## src/rtl/step_dir_decoder_pkg.sv

```systemverilog
// Shared definitions for the step/dir receive decoder: FSM encoding and
// error flag bit positions.
package step_dir_decoder_pkg;

    localparam logic [0:0] ST_LOW  = 1'b0;
    localparam logic [0:0] ST_HIGH = 1'b1;

    localparam int ERR_SETUP = 0;
    localparam int ERR_HOLD  = 1;
    localparam int ERR_WIDTH = 2;
    localparam int ERR_W     = 3;

endpackage

```

## src/rtl/step_dir_decoder_sync_edge.sv

```systemverilog
// Multi-flop synchroniser for an asynchronous input, followed by a one-flop
// delayed copy used to flag rising and falling edges of the synchronised value.
module sync_edge #(
    parameter int STAGES = 2
) (
    input  logic clk,
    input  logic rst_n,
    input  logic din,
    output logic dout,
    output logic rise,
    output logic fall
);

    logic [STAGES-1:0] sync_q;
    logic [STAGES-1:0] sync_d;
    logic              prev_q;
    logic              prev_d;

    always_comb begin
        sync_d = {sync_q[STAGES-2:0], din};
        prev_d = sync_q[STAGES-1];
    end

    always_ff @(posedge clk or negedge rst_n) begin
        if (!rst_n) begin
            sync_q <= '0;
            prev_q <= 1'b0;
        end else begin
            sync_q <= sync_d;
            prev_q <= prev_d;
        end
    end

    assign dout = sync_q[STAGES-1];
    assign rise = dout & ~prev_q;
    assign fall = ~dout & prev_q;

endmodule

```

## src/rtl/step_dir_decoder.sv

```systemverilog
// Step/dir receiver for one axis: tracks signed position, measures step period
// and flags driver timing violations (dir setup, dir hold, step pulse width).
module step_dir_decoder
    import step_dir_decoder_pkg::*;
#(
    parameter int SYNC_STAGES   = 2,
    parameter int POS_W         = 32,
    parameter int PER_W         = 32,
    parameter int MIN_DIR_SETUP = 4,
    parameter int MIN_STEP_HIGH = 2
) (
    input  logic             clk,
    input  logic             rst,
    input  logic             step_in,
    input  logic             dir_in,
    input  logic             enable,
    input  logic             set_pos,
    input  logic [POS_W-1:0] pos_val,
    input  logic             snapshot,
    input  logic             clear_err,
    output logic [POS_W-1:0] position,
    output logic [POS_W-1:0] snap_position,
    output logic [PER_W-1:0] snap_period,
    output logic [PER_W-1:0] last_period,
    output logic             period_valid,
    output logic             step_stb,
    output logic             dir_out,
    output logic [2:0]       err_flags
);

    localparam int SET_W = $clog2(MIN_DIR_SETUP + 1);
    localparam int HI_W  = $clog2(MIN_STEP_HIGH + 1);
    localparam logic [SET_W-1:0]        SET_MAX = SET_W'(MIN_DIR_SETUP);
    localparam logic [HI_W-1:0]         HI_MIN  = HI_W'(MIN_STEP_HIGH);
    localparam logic signed [POS_W-1:0] POS_ONE = 1;

    function automatic logic [PER_W-1:0] per_sat_inc(input logic [PER_W-1:0] v);
        return (v == '1) ? v : v + 1'b1;
    endfunction

    function automatic logic [SET_W-1:0] setup_sat_inc(input logic [SET_W-1:0] v);
        return (v >= SET_MAX) ? v : v + 1'b1;
    endfunction

    logic step_s, step_rise, step_fall;
    logic dir_s, dir_rise, dir_fall;

    sync_edge #(.STAGES(SYNC_STAGES)) u_step_sync (
        .clk   (clk),
        .rst_n (rst),
        .din   (step_in),
        .dout  (step_s),
        .rise  (step_rise),
        .fall  (step_fall)
    );

    // dir only needs its synchronised value; its edges serve as the change flag
    sync_edge #(.STAGES(SYNC_STAGES)) u_dir_sync (
        .clk   (clk),
        .rst_n (rst),
        .din   (dir_in),
        .dout  (dir_s),
        .rise  (dir_rise),
        .fall  (dir_fall)
    );

    logic [0:0]              state_q,    state_d;
    logic [HI_W-1:0]         high_q,     high_d;
    logic [SET_W-1:0]        setup_q,    setup_d;
    logic signed [POS_W-1:0] pos_q,      pos_d;
    logic [PER_W-1:0]        per_cnt_q,  per_cnt_d;
    logic [PER_W-1:0]        last_per_q, last_per_d;
    logic                    per_vld_q,  per_vld_d;
    logic                    meas_q,     meas_d;
    logic                    stb_q,      stb_d;
    logic [ERR_W-1:0]        err_q,      err_d;
    logic [POS_W-1:0]        snap_pos_q, snap_pos_d;
    logic [PER_W-1:0]        snap_per_q, snap_per_d;

    logic             dir_chg;
    logic             accept;
    logic [SET_W-1:0] setup_eff;
    logic [PER_W-1:0] per_inc;
    logic [ERR_W-1:0] err_evt;

    always_comb begin
        dir_chg   = dir_rise | dir_fall;
        // a dir change in the same cycle as a step rise counts as zero setup
        setup_eff = dir_chg ? '0 : setup_q;
        setup_d   = setup_sat_inc(setup_eff);
        accept    = enable && (state_q == ST_LOW) && step_rise;

        err_evt            = '0;
        err_evt[ERR_SETUP] = accept && (setup_eff < SET_MAX);
        err_evt[ERR_HOLD]  = enable && (state_q == ST_HIGH) && dir_chg;
        err_evt[ERR_WIDTH] = enable && (state_q == ST_HIGH) && step_fall && (high_q < HI_MIN);

        state_d = state_q;
        high_d  = high_q;
        if (!enable) begin
            state_d = ST_LOW;
        end else if (state_q == ST_LOW) begin
            if (accept) begin
                state_d = ST_HIGH;
                high_d  = HI_W'(1);
            end
        end else begin
            if (step_fall) begin
                state_d = ST_LOW;
            end else if (high_q < HI_MIN) begin
                high_d = high_q + 1'b1;
            end
        end

        per_inc    = per_sat_inc(per_cnt_q);
        per_cnt_d  = per_inc;
        pos_d      = pos_q;
        last_per_d = last_per_q;
        per_vld_d  = per_vld_q;
        meas_d     = meas_q;
        if (set_pos) begin
            pos_d     = $signed(pos_val);
            per_cnt_d = '0;
            per_vld_d = 1'b0;
            meas_d    = 1'b0;
        end else if (accept) begin
            pos_d      = dir_s ? pos_q + POS_ONE : pos_q - POS_ONE;
            last_per_d = per_inc;
            per_cnt_d  = '0;
            meas_d     = 1'b1;
            if (meas_q) begin
                per_vld_d = 1'b1;
            end
        end

        stb_d      = accept;
        err_d      = (clear_err ? '0 : err_q) | err_evt;
        snap_pos_d = snapshot ? pos_d : snap_pos_q;
        snap_per_d = snapshot ? last_per_d : snap_per_q;
    end

    always_ff @(posedge clk or negedge rst) begin
        if (!rst) begin
            state_q    <= ST_LOW;
            high_q     <= '0;
            setup_q    <= '0;
            pos_q      <= '0;
            per_cnt_q  <= '0;
            last_per_q <= '0;
            per_vld_q  <= 1'b0;
            meas_q     <= 1'b0;
            stb_q      <= 1'b0;
            err_q      <= '0;
            snap_pos_q <= '0;
            snap_per_q <= '0;
        end else begin
            state_q    <= state_d;
            high_q     <= high_d;
            setup_q    <= setup_d;
            pos_q      <= pos_d;
            per_cnt_q  <= per_cnt_d;
            last_per_q <= last_per_d;
            per_vld_q  <= per_vld_d;
            meas_q     <= meas_d;
            stb_q      <= stb_d;
            err_q      <= err_d;
            snap_pos_q <= snap_pos_d;
            snap_per_q <= snap_per_d;
        end
    end

    assign position      = pos_q;
    assign snap_position = snap_pos_q;
    assign snap_period   = snap_per_q;
    assign last_period   = last_per_q;
    assign period_valid  = per_vld_q;
    assign step_stb      = stb_q;
    assign dir_out       = dir_s;
    assign err_flags     = err_q;

endmodule

```

## config.mk

```make
export PLATFORM = sky130hd
export DESIGN_NAME = step_dir_decoder
export DESIGN_NICKNAME = d
export VERILOG_FILES = /design/src/rtl/step_dir_decoder_pkg.sv /design/src/rtl/step_dir_decoder_sync_edge.sv /design/src/rtl/step_dir_decoder.sv
export SDC_FILE = /design/constraint.sdc
export NUM_CORES = 1
export LEC_CHECK = 0
export CAP_MARGIN = 20
export CORE_UTILIZATION = 53
export CTS_CLUSTER_DIAMETER = 200
export CTS_CLUSTER_SIZE = 24
export DETAILED_ROUTE_END_ITERATION = 8
export HOLD_SLACK_MARGIN = 0.1
export PLACE_DENSITY = 0.81
export SETUP_SLACK_MARGIN = 0.05
export SYNTH_ARGS = -nofsm -noshare
export SYNTH_HDL_FRONTEND = slang
export SYNTH_HIERARCHICAL = 1
export SYNTH_SLANG_ARGS = --single-unit
```

## constraint.sdc

```tcl
create_clock -name clk -period 4.9 [get_ports clk]
set_clock_uncertainty 0.15 [all_clocks]
set_input_delay 0.49 -clock clk [delete_from_list [all_inputs] [get_ports clk]]
set_output_delay 0.49 -clock clk [all_outputs]
set_load 0.02 [all_outputs]
```

Yosys cells after proc, flatten, opt, wreduce, memory -nomap -nowiden:

Cells that the tools add are included.

* register bits: 178
* latch bits: 0
* memory bits (writable): 0
* bits in read-only memories: 0
* bits of input ports: 40
* output and inout port bits: 134
* word-level logic and storage cells: 74
* memories: 0

* add/subtract/negate cells: 5
* multiply operators: 0
* divide/modulo/power cells: 0
* $lt $le $gt $ge: 3
* equality and inequality tests: 3
* shifts and indexed selects: 0
* multiplexer cells: 24
* bitwise operators: 11
* reductions and logical operators: 12

Operators with widths (number)
* 2-to-1 mux 32 bit: 8
* adder 32 x 1 -> 32 bit (second input constant): 1
* adder 32 x 2 -> 32 bit (second input constant): 1
* equality test 32 bit (second input constant): 1
* subtractor 32 x 2 -> 32 bit (second input constant): 1
* 2-to-1 mux 1 bit: 9
* 2-to-1 mux 3 bit: 3
* 2-to-1 mux 2 bit: 4
* logical AND 1 bit: 7
* nonzero test 2 bit: 3
* inverter 1 bit: 5
* AND 1 bit: 4
* AND reduction 4 bit: 1
* adder 3 x 1 -> 3 bit (second input constant): 1
* >= comparator 3 bit (second input constant): 1
* less-than comparator 3 bit (second input constant): 1
* OR 3 bit: 1
* adder 2 x 1 -> 2 bit (second input constant): 1
* less-than comparator 2 bit (second input constant): 1
* != test 2 x 1 -> 1 bit (second input constant): 1
* != test 2 bit (second input constant): 1
* AND reduction 2 bit: 1
* OR 1 bit: 1

Logic depth before layout (Yosys ltp):

Gate-level depths: netlist (run 1).

* depth after elaboration: 7
* mapped depth: 12
* depth with buffers taken out: 11

Cells and area by module:

Netlist (run 1), hierarchy kept.

By module, submodules not included
* step_dir_decoder: instances 1, cells each 880, area each 8864.8 µm², sequential area each 4304.1 µm²
* sync_edge: instances 2, cells each 5, area each 90.1 µm², sequential area each 75.1 µm²

Worst setup path after synthesis (run 1):

OpenSTA, ideal clock, no wires.

* path type: register to register
* start point: reg u_dir_sync.sync_q[1]
* end point: reg pos_q[31], in the netlist position[31]
* library setup time: 0.125 ns
* arrival: 3.356 ns
* required time: 4.625 ns
* path slack: 1.269 ns
* stages on the path, launching flop included: 12
* path buffers: 0
* clock period less this slack: 3.631 ns
* cell sequence: dfrtp_1 -> inv_1 -> ha_1 -> a21o_1 -> a31o_2 -> a221o_1 -> o21ai_1 -> o211ai_2 -> a31oi_1 -> mux2i_1 -> xor2_1 -> mux2_2

* word-level cells in the longest chain between the ends: 3

RTL lines
* start: declaration: RTL line step_dir_decoder_sync_edge.sv:14 `logic [STAGES-1:0] sync_q;`
* start signal: assignment: RTL line step_dir_decoder_sync_edge.sv:29 `sync_q <= sync_d;`
* 2-to-1 mux 32 bit: RTL line step_dir_decoder.sv:127 `pos_d = dir_s ? pos_q + POS_ONE : pos_q - POS_ONE;`
* 2-to-1 mux 32 bit: RTL line step_dir_decoder.sv:126 `end else if (accept) begin`
* 2-to-1 mux 32 bit: RTL line step_dir_decoder.sv:121 `if (set_pos) begin`
* net pos_d[31]: RTL line step_dir_decoder.sv:70 `logic signed [POS_W-1:0] pos_q, pos_d;`
* end signal: assignment: RTL line step_dir_decoder.sv:160 `pos_q <= pos_d;`
* end: declaration: RTL line step_dir_decoder.sv:70

The timed path passes the listed nets, and every way through them passes these cells.
A chain may end at the register's enable or synchronous reset.

Worst setup path in the final report (run 1):

Same ends and word-level chain as after synthesis.

==> flow_summary.json, run 1 <==
{
  "ys.flop_type": "dfrtp_1",
  "dr_total_vias": 7187,
  "max-cap-violations": 0,
  "p_comb_frac": 0.262,
  "fmax_mhz": 270,
  "drt-pass1-iter-count": 5,
  "ioPinCount": 174,
  "worst_pin_slew_ns": 0.757,
  "crit_type": "reg -> reg",
  "io_buffers": 173,
  "nets": 1120,
  "setup_viol": 0,
  "route.detailed.drc": 0,
  "yosysMostFrequentCell": "dfrtp_1",
  "rsz0062_at_grt": "no",
  "initial_utilization": 0.543,
  "drv_slew": 0,
  "synthCells": 890,
  "end_kind": "flop",
  "p_int_mw": 2.84,
  "h-tree-depth": 4,
  "synth_edf_count": 0,
  "use_met1": 0.357,
  "ys_seq_elements": 178,
  "clkTransAtPathRegs_ns": 0.07,
  "powerDensity_nw_per_um2": 358,
  "period_share": 0.755,
  "max_slew_margin": 0.493,
  "layout-drive-gt1-share": 0.120,
  "post-dp-hpwl_um": 15900,
  "async_flop_share": 1.00,
  "ys_types": 72,
  "cts_tree": "built",
  "area_growth_pct": 28.1,
  "slowest_delay_ns": 0.44,
  "hold_viol_final": 0,
  "cts_buffer_depth": 2,
  "dieArea_um2": 17600,
  "synth.top_cell.area_share": 0.492,
  "antenna_cells": 0,
  "core-area_um2": 16600,
  "fillerInstances": 1273,
  "use_met3": 0.0490,
  "synth_area_um2": 9040,
  "track_usage": 0.268,
  "multi_input_area_um2": 4320,
  "ys.warnings.count": 6,
  "synth.area.top_cells": "dfrtp_1 (49%), mux2_2 (7.0%), ha_1 (4.4%)",
  "routed_wl_um": 22600,
  "switchingPower_mw": 1.31,
  "required_ns": 5.06,
  "p_clk_frac": 0.326,
  "cts.sinks": 178,
  "path_max_fanout": 21,
  "clock_latency_ns": 0.43,
  "worstPathArrival_ns": 3.86,
  "synth_nets": 963,
  "ant_nets": 0,
  "hp-class": "reg -> reg",
  "die_w_um": 133,
  "power_leakage_nw": 5.11,
  "antenna_found_initial": 0,
  "grt_pass1_vias": 7267,
  "ys_seq_area_frac": 0.492,
  "synth_largest_area_cell": "dfrtp_1",
  "gr-total-overflow": 0,
  "worstSetupStartpointType": "flop",
  "drt-initial-drc-count": 385,
  "grt_max_degree": 99,
  "cp_slowest_cell": "dfrtp_1",
  "fin_util": 0.696,
  "setup_tns_ns": 0,
  "viasPerCell": 5.61,
  "routedWlPerCell_um": 17.7,
  "busiest_layer": "met2",
  "cts_root_buf": "clkbuf_16",
  "seqCellArea_um2": 4450,
  "p_seq_frac": 0.413,
  "cp_cell_sequence": "inv_1, buf_4, ha_1, a21o_1, a31oi_1, nor2_1, a31oi_1, o211ai_2, a31oi_1, mux2i_1, xor2_1, mux2_2",
  "grt_util_met2": 0.444,
  "status": "complete, no violations",
  "fp-row-count": 47,
  "fin_crit_ns": 3.70,
  "grt_pass1_wl_um": 37300,
  "cts_made_buffers": 17,
  "gp_congestion": 0.913,
  "synth_area_per_cell_um2": 10.2,
  "synth_common_cells": "dfrtp_1 (178), nand2_1 (92), nor2_1 (84)",
  "cpMostUsedCell": "a31oi_1",
  "ir_worst_vdd_mv": 0.255,
  "die_y_um": 133,
  "power_switching_share": 0.315
}
worst paths after layout:
check / slack, ns / cells after the start / end / startpoint
setup / recovery: 1.20 / 12 / position[31] / u_dir_sync/sync_q[1]
hold / removal: 0.21 / 0 / u_step_sync/sync_q[1] / u_step_sync/sync_q[0]
setup reg to reg: 1.20 / 12 / position[31] / u_dir_sync/sync_q[1]
hold reg to reg: 0.21 / 0 / u_step_sync/sync_q[1] / u_step_sync/sync_q[0]
max in group asynchronous: 3.14 / 3 / position[9] / rst
min in group asynchronous: 0.51 / 2 / snap_period[12] / rst
sequential cells by signal, indices dropped and copies added (netlist names):
name / count
setup_q: 3
position: 32
high_q: 2
u_step_sync/prev_q: 1
u_step_sync/sync_q: 2
snap_period: 32
u_dir_sync/sync_q: 2
meas_q: 1
per_cnt_q: 32
step_stb: 1
u_dir_sync/prev_q: 1
state_q: 1
last_period: 32
snap_position: 32
err_flags: 3
period_valid: 1
timing repair:
item,4_1_cts,5_1_grt
hold buffers,1,0
setup buffers,0,0
resized for setup,0,0
hold endpoints to repair,80,0
cells by family (layout without fill, tap and decap cells):
| family | Yosys count | after routing | synth area share |
|---|---|---|---|
| fa+ha+maj | 33 | 33 | 0.0465 |
| simple gates | 281 | 281 | 0.149 |
| buf+inv | 70 | 240 | 0.0302 |
| compound gates | 212 | 212 | 0.151 |
| xor+xnor | 51 | 51 | 0.0502 |
| mux | 65 | 65 | 0.0802 |
| flops | 178 | 178 | 0.492 |
metrics by stage:
step	area, um2	hold WS, ns	power (mW)	std cells	worst slack (ns)
2_1_floorplan	9040	0.0444	2.35	890	1.27
3_3_place_gp	10900	0.185	2.80	1245	1.34
3_5_place_dp	10900	0.185	2.82	1245	1.23
4_1_cts	11500	0.207	4.17	1278	1.22
5_1_grt	11600	0.218	4.34	1280	0.926
6_report	11600	0.206	4.15	1280	1.20
worst max-delay path: cells and delay by family (launching register included):
family	cells	cell delay, ns
flops	1	0.44
xor+xnor	1	0.10
buf+inv	2	0.69
compound gates	5	1.15
fa+ha+maj	1	0.35
mux	2	0.62
simple gates	1	0.07
layout make-up:
type	instances	share of cell area
Sequential cell	178	0.384
Clock inverter	14	0.0123
Timing Repair Buffer	183	0.161
Clock buffer	18	0.0379
Multi-Input combinational cell	642	0.373
Inverter	25	0.00810
Tap cell	220	0.0238
per-layer routing:
| layer | routed length, um | vias up |
|---|---|---|
| met1 | 10200 | 3516 |
| li1 | - | 3453 |
| met2 | 11000 | 187 |
| met4 | 433 | 0 |
| met3 | 976 | 31 |
| met5 | 0 | - |
placed cells by master, fill, tap and decap left out, types with 9 or more instances in the layout:
cell,synthesis,final
o21ai_0,59,59
nand3_1,16,16
a21oi_1,56,56
nand4_1,12,12
nand2_1,92,91
mux2_2,56,56
and3_1,16,16
nor3_1,10,10
a21o_1,21,21
dfrtp_1,178,178
inv_1,25,25
xor2_1,25,25
nor2_1,84,84
xnor2_1,25,25
clkdlybuf4s50_1,0,171
o21a_1,9,9
a31oi_1,9,9
ha_1,32,32
clkbuf_16,0,17
o21ai_1,9,9
nor2b_1,12,12
power groups by stage:
stage	sequential, mW	clock (mW)	combinational (mW)
6_report	1.71	1.35	1.09
5_1_grt	1.73	1.43	1.18
4_1_cts	1.71	1.38	1.08
3_5_place_dp	1.74	0	1.08
3_3_place_gp	1.73	0	1.07
2_1_floorplan	1.87	0	0.487
Note: power is estimated with default switching activity, not from simulation.
==> inputs of run 2 (changes only) <==
--- a/config.mk
+++ b/config.mk
@@ -6,12 +6,12 @@
 export NUM_CORES = 1
 export LEC_CHECK = 0
 export CAP_MARGIN = 20
-export CORE_UTILIZATION = 53
+export CORE_UTILIZATION = 47
 export CTS_CLUSTER_DIAMETER = 200
 export CTS_CLUSTER_SIZE = 24
 export DETAILED_ROUTE_END_ITERATION = 8
 export HOLD_SLACK_MARGIN = 0.1
-export PLACE_DENSITY = 0.81
+export PLACE_DENSITY = 0.76
 export SETUP_SLACK_MARGIN = 0.05
 export SYNTH_ARGS = -nofsm -noshare
 export SYNTH_HDL_FRONTEND = slang
==> constraint.sdc (replaced) <==
create_clock -name clk -period 3.4 [get_ports clk]
set_clock_uncertainty 0.15 [all_clocks]
set_input_delay 0.34 -clock clk [delete_from_list [all_inputs] [get_ports clk]]
set_output_delay 0.34 -clock clk [all_outputs]
set_load 0.02 [all_outputs]
==> run 2 against run 1 <==
Via count is 3.0% higher. Cell count is 3.1% higher. Sequential share of layout area is 1.0 points lower. Sequential power is 44% higher. Combinational power is 52% higher. Register-to-register slack worse by 1.1 ns. Highest routed layer unchanged. Global-route usage is 2.6 points lower. Total power is 46% higher. Core utilization is 6.1 points lower. Largest cell class is now multi-input gates.
==> flow_summary.json, run 2 (synthesized netlist as in run 1, its figures left out) <==
{
  "nets": 1147,
  "cp_slowest_cell": "a221o_1",
  "crit_type": "reg -> reg",
  "routed_wl_um": 23300,
  "cp_cell_sequence": "clkinvlp_4, buf_12, ha_4, a21o_1, a31o_2, a221o_1, nor2_1, o31ai_1, a311oi_1, o31ai_1, o21a_1, mux2_2",
  "gr-total-overflow": 0,
  "grt_pass1_wl_um": 37600,
  "final_cells": 1320,
  "cts_made_buffers": 17,
  "drt-pass1-iter-count": 7,
  "dieArea_um2": 19800,
  "ff2ff_path_depth": 12,
  "hold_ws_ns": 0.199,
  "path_buf_inv": 2,
  "track_usage": 0.242,
  "clkTransAtPathRegs_ns": 0.07,
  "routedWlPerCell_um": 17.7,
  "slowest_delay_ns": 0.40,
  "max-cap-violations": 0,
  "dp.cells": 1284,
  "post-dp-hpwl_um": 16400,
  "ant_nets": 0,
  "ff2ff_setup_slack_ns": 0.08,
  "gp_congestion": 0.950,
  "max_slew_margin": 0.465,
  "clock_latency_ns": 0.43,
  "hp-class": "reg -> reg",
  "fin_util": 0.635,
  "io_buffers": 173,
  "cts_buffer_depth": 2,
  "whs_path_depth": 0,
  "route.detailed.drc": 0,
  "cpMostUsedCell": "o31ai_1",
  "layout-drive-gt1-share": 0.157,
  "worstPathArrival_ns": 3.49,
  "period_share": 0.977,
  "power_leakage_nw": 5.22,
  "required_ns": 3.56,
  "path_max_fanout": 10,
  "hold_viol_final": 0,
  "post_dp_cell_area_um2": 11200,
  "setup_ws_ns": 0.0790,
  "worstSetupPathDepth": 12,
  "dr_total_vias": 7401,
  "core-area_um2": 18800,
  "viasPerCell": 5.61,
  "dp_slack_ns": 0.00540,
  "drt-initial-drc-count": 511,
  "antenna_found_initial": 0,
  "setup_viol": 0,
  "layout_commonest_cell": "dfrtp_1",
  "powerDensity_nw_per_um2": 509,
  "fmax_mhz": 301,
  "cts_root_buf": "clkbuf_16",
  "cts.sinks": 178,
  "worstSetupStartpointType": "flop",
  "fin_crit_ns": 3.32,
  "h-tree-depth": 4,
  "ir_worst_vdd_mv": 0.358,
  "final_cell_mix": "dfrtp_1 (177), clkdlybuf4s50_1 (171), nand2_1 (91)",
  "end_kind": "flop",
  "cts_tree": "built",
  "initial_utilization": 0.482,
  "crit_family": "compound AO/OA/AOI/OAI gates",
  "drv_slew": 0,
  "grt_max_degree": 90,
  "status": "complete, no violations",
  "fin_area_um2": 11900,
  "rsz0062_at_grt": "yes",
  "fp-row-count": 50,
  "die_y_um": 141,
  "die_w_um": 141,
  "ioPinCount": 174,
  "grt_pass1_vias": 7382,
  "worst_pin_slew_ns": 0.802,
  "area_growth_pct": 31.7,
  "antenna_cells": 0
}
==> run 2: worst paths after layout <==
path	to	start
min	u_step_sync/sync_q[1]	u_step_sync/sync_q[0]
min in group asynchronous	last_period[13]	rst
max	snap_position[19]	u_dir_sync/sync_q[1]
max in group asynchronous	position[10]	rst
min reg2reg	u_step_sync/sync_q[1]	u_step_sync/sync_q[0]
max reg2reg	snap_position[19]	u_dir_sync/sync_q[1]
==> run 2: power breakdown <==
group,internal (mW),switching [mW]
clock,1.05,0.883
combinational,0.780,0.882
sequential,2.32,0.147
total,4.15,1.91
==> run 2: final cells by class <==
type                            instances  area (um2)
Clock buffer                           20         447
Timing Repair Buffer                  210        2040
Tap cell                              234         293
Multi-Input combinational cell        642        4460
Sequential cell                       178        4460
Clock inverter                         11         121
Fill cell                            1529        6850
Inverter                               25        97.6
==> run 2: per-stage QoR <==
step,TNS [ns],total power [mW]
floorplan,-0.827,3.39
global route,-0.223,6.34
detailed placement,0,4.10
global placement,0,4.08
CTS,0,6.05
finish,0,6.06
==> run 2: timing repair <==
| action | CTS | global route |
|---|---|---|
| endpoints found under the hold margin | 85 | 0 |
| hold buffers | 1 | 0 |
| buffers inserted | 1 | 3 |
| gates resized for setup | 2 | 21 |
| cloned | 0 | 0 |
| setup endpoints to repair | 1 | 17 |
| pin swaps | 0 | 7 |
==> run 2: routing by layer <==
layer,part of all wire,vias to the layer above,track usage
li1,-,3517,-
met4,0.014,0,0.0652
met1,0.44,3599,0.306
met3,0.056,35,0.0516
met2,0.49,250,0.419
met5,0,-,0
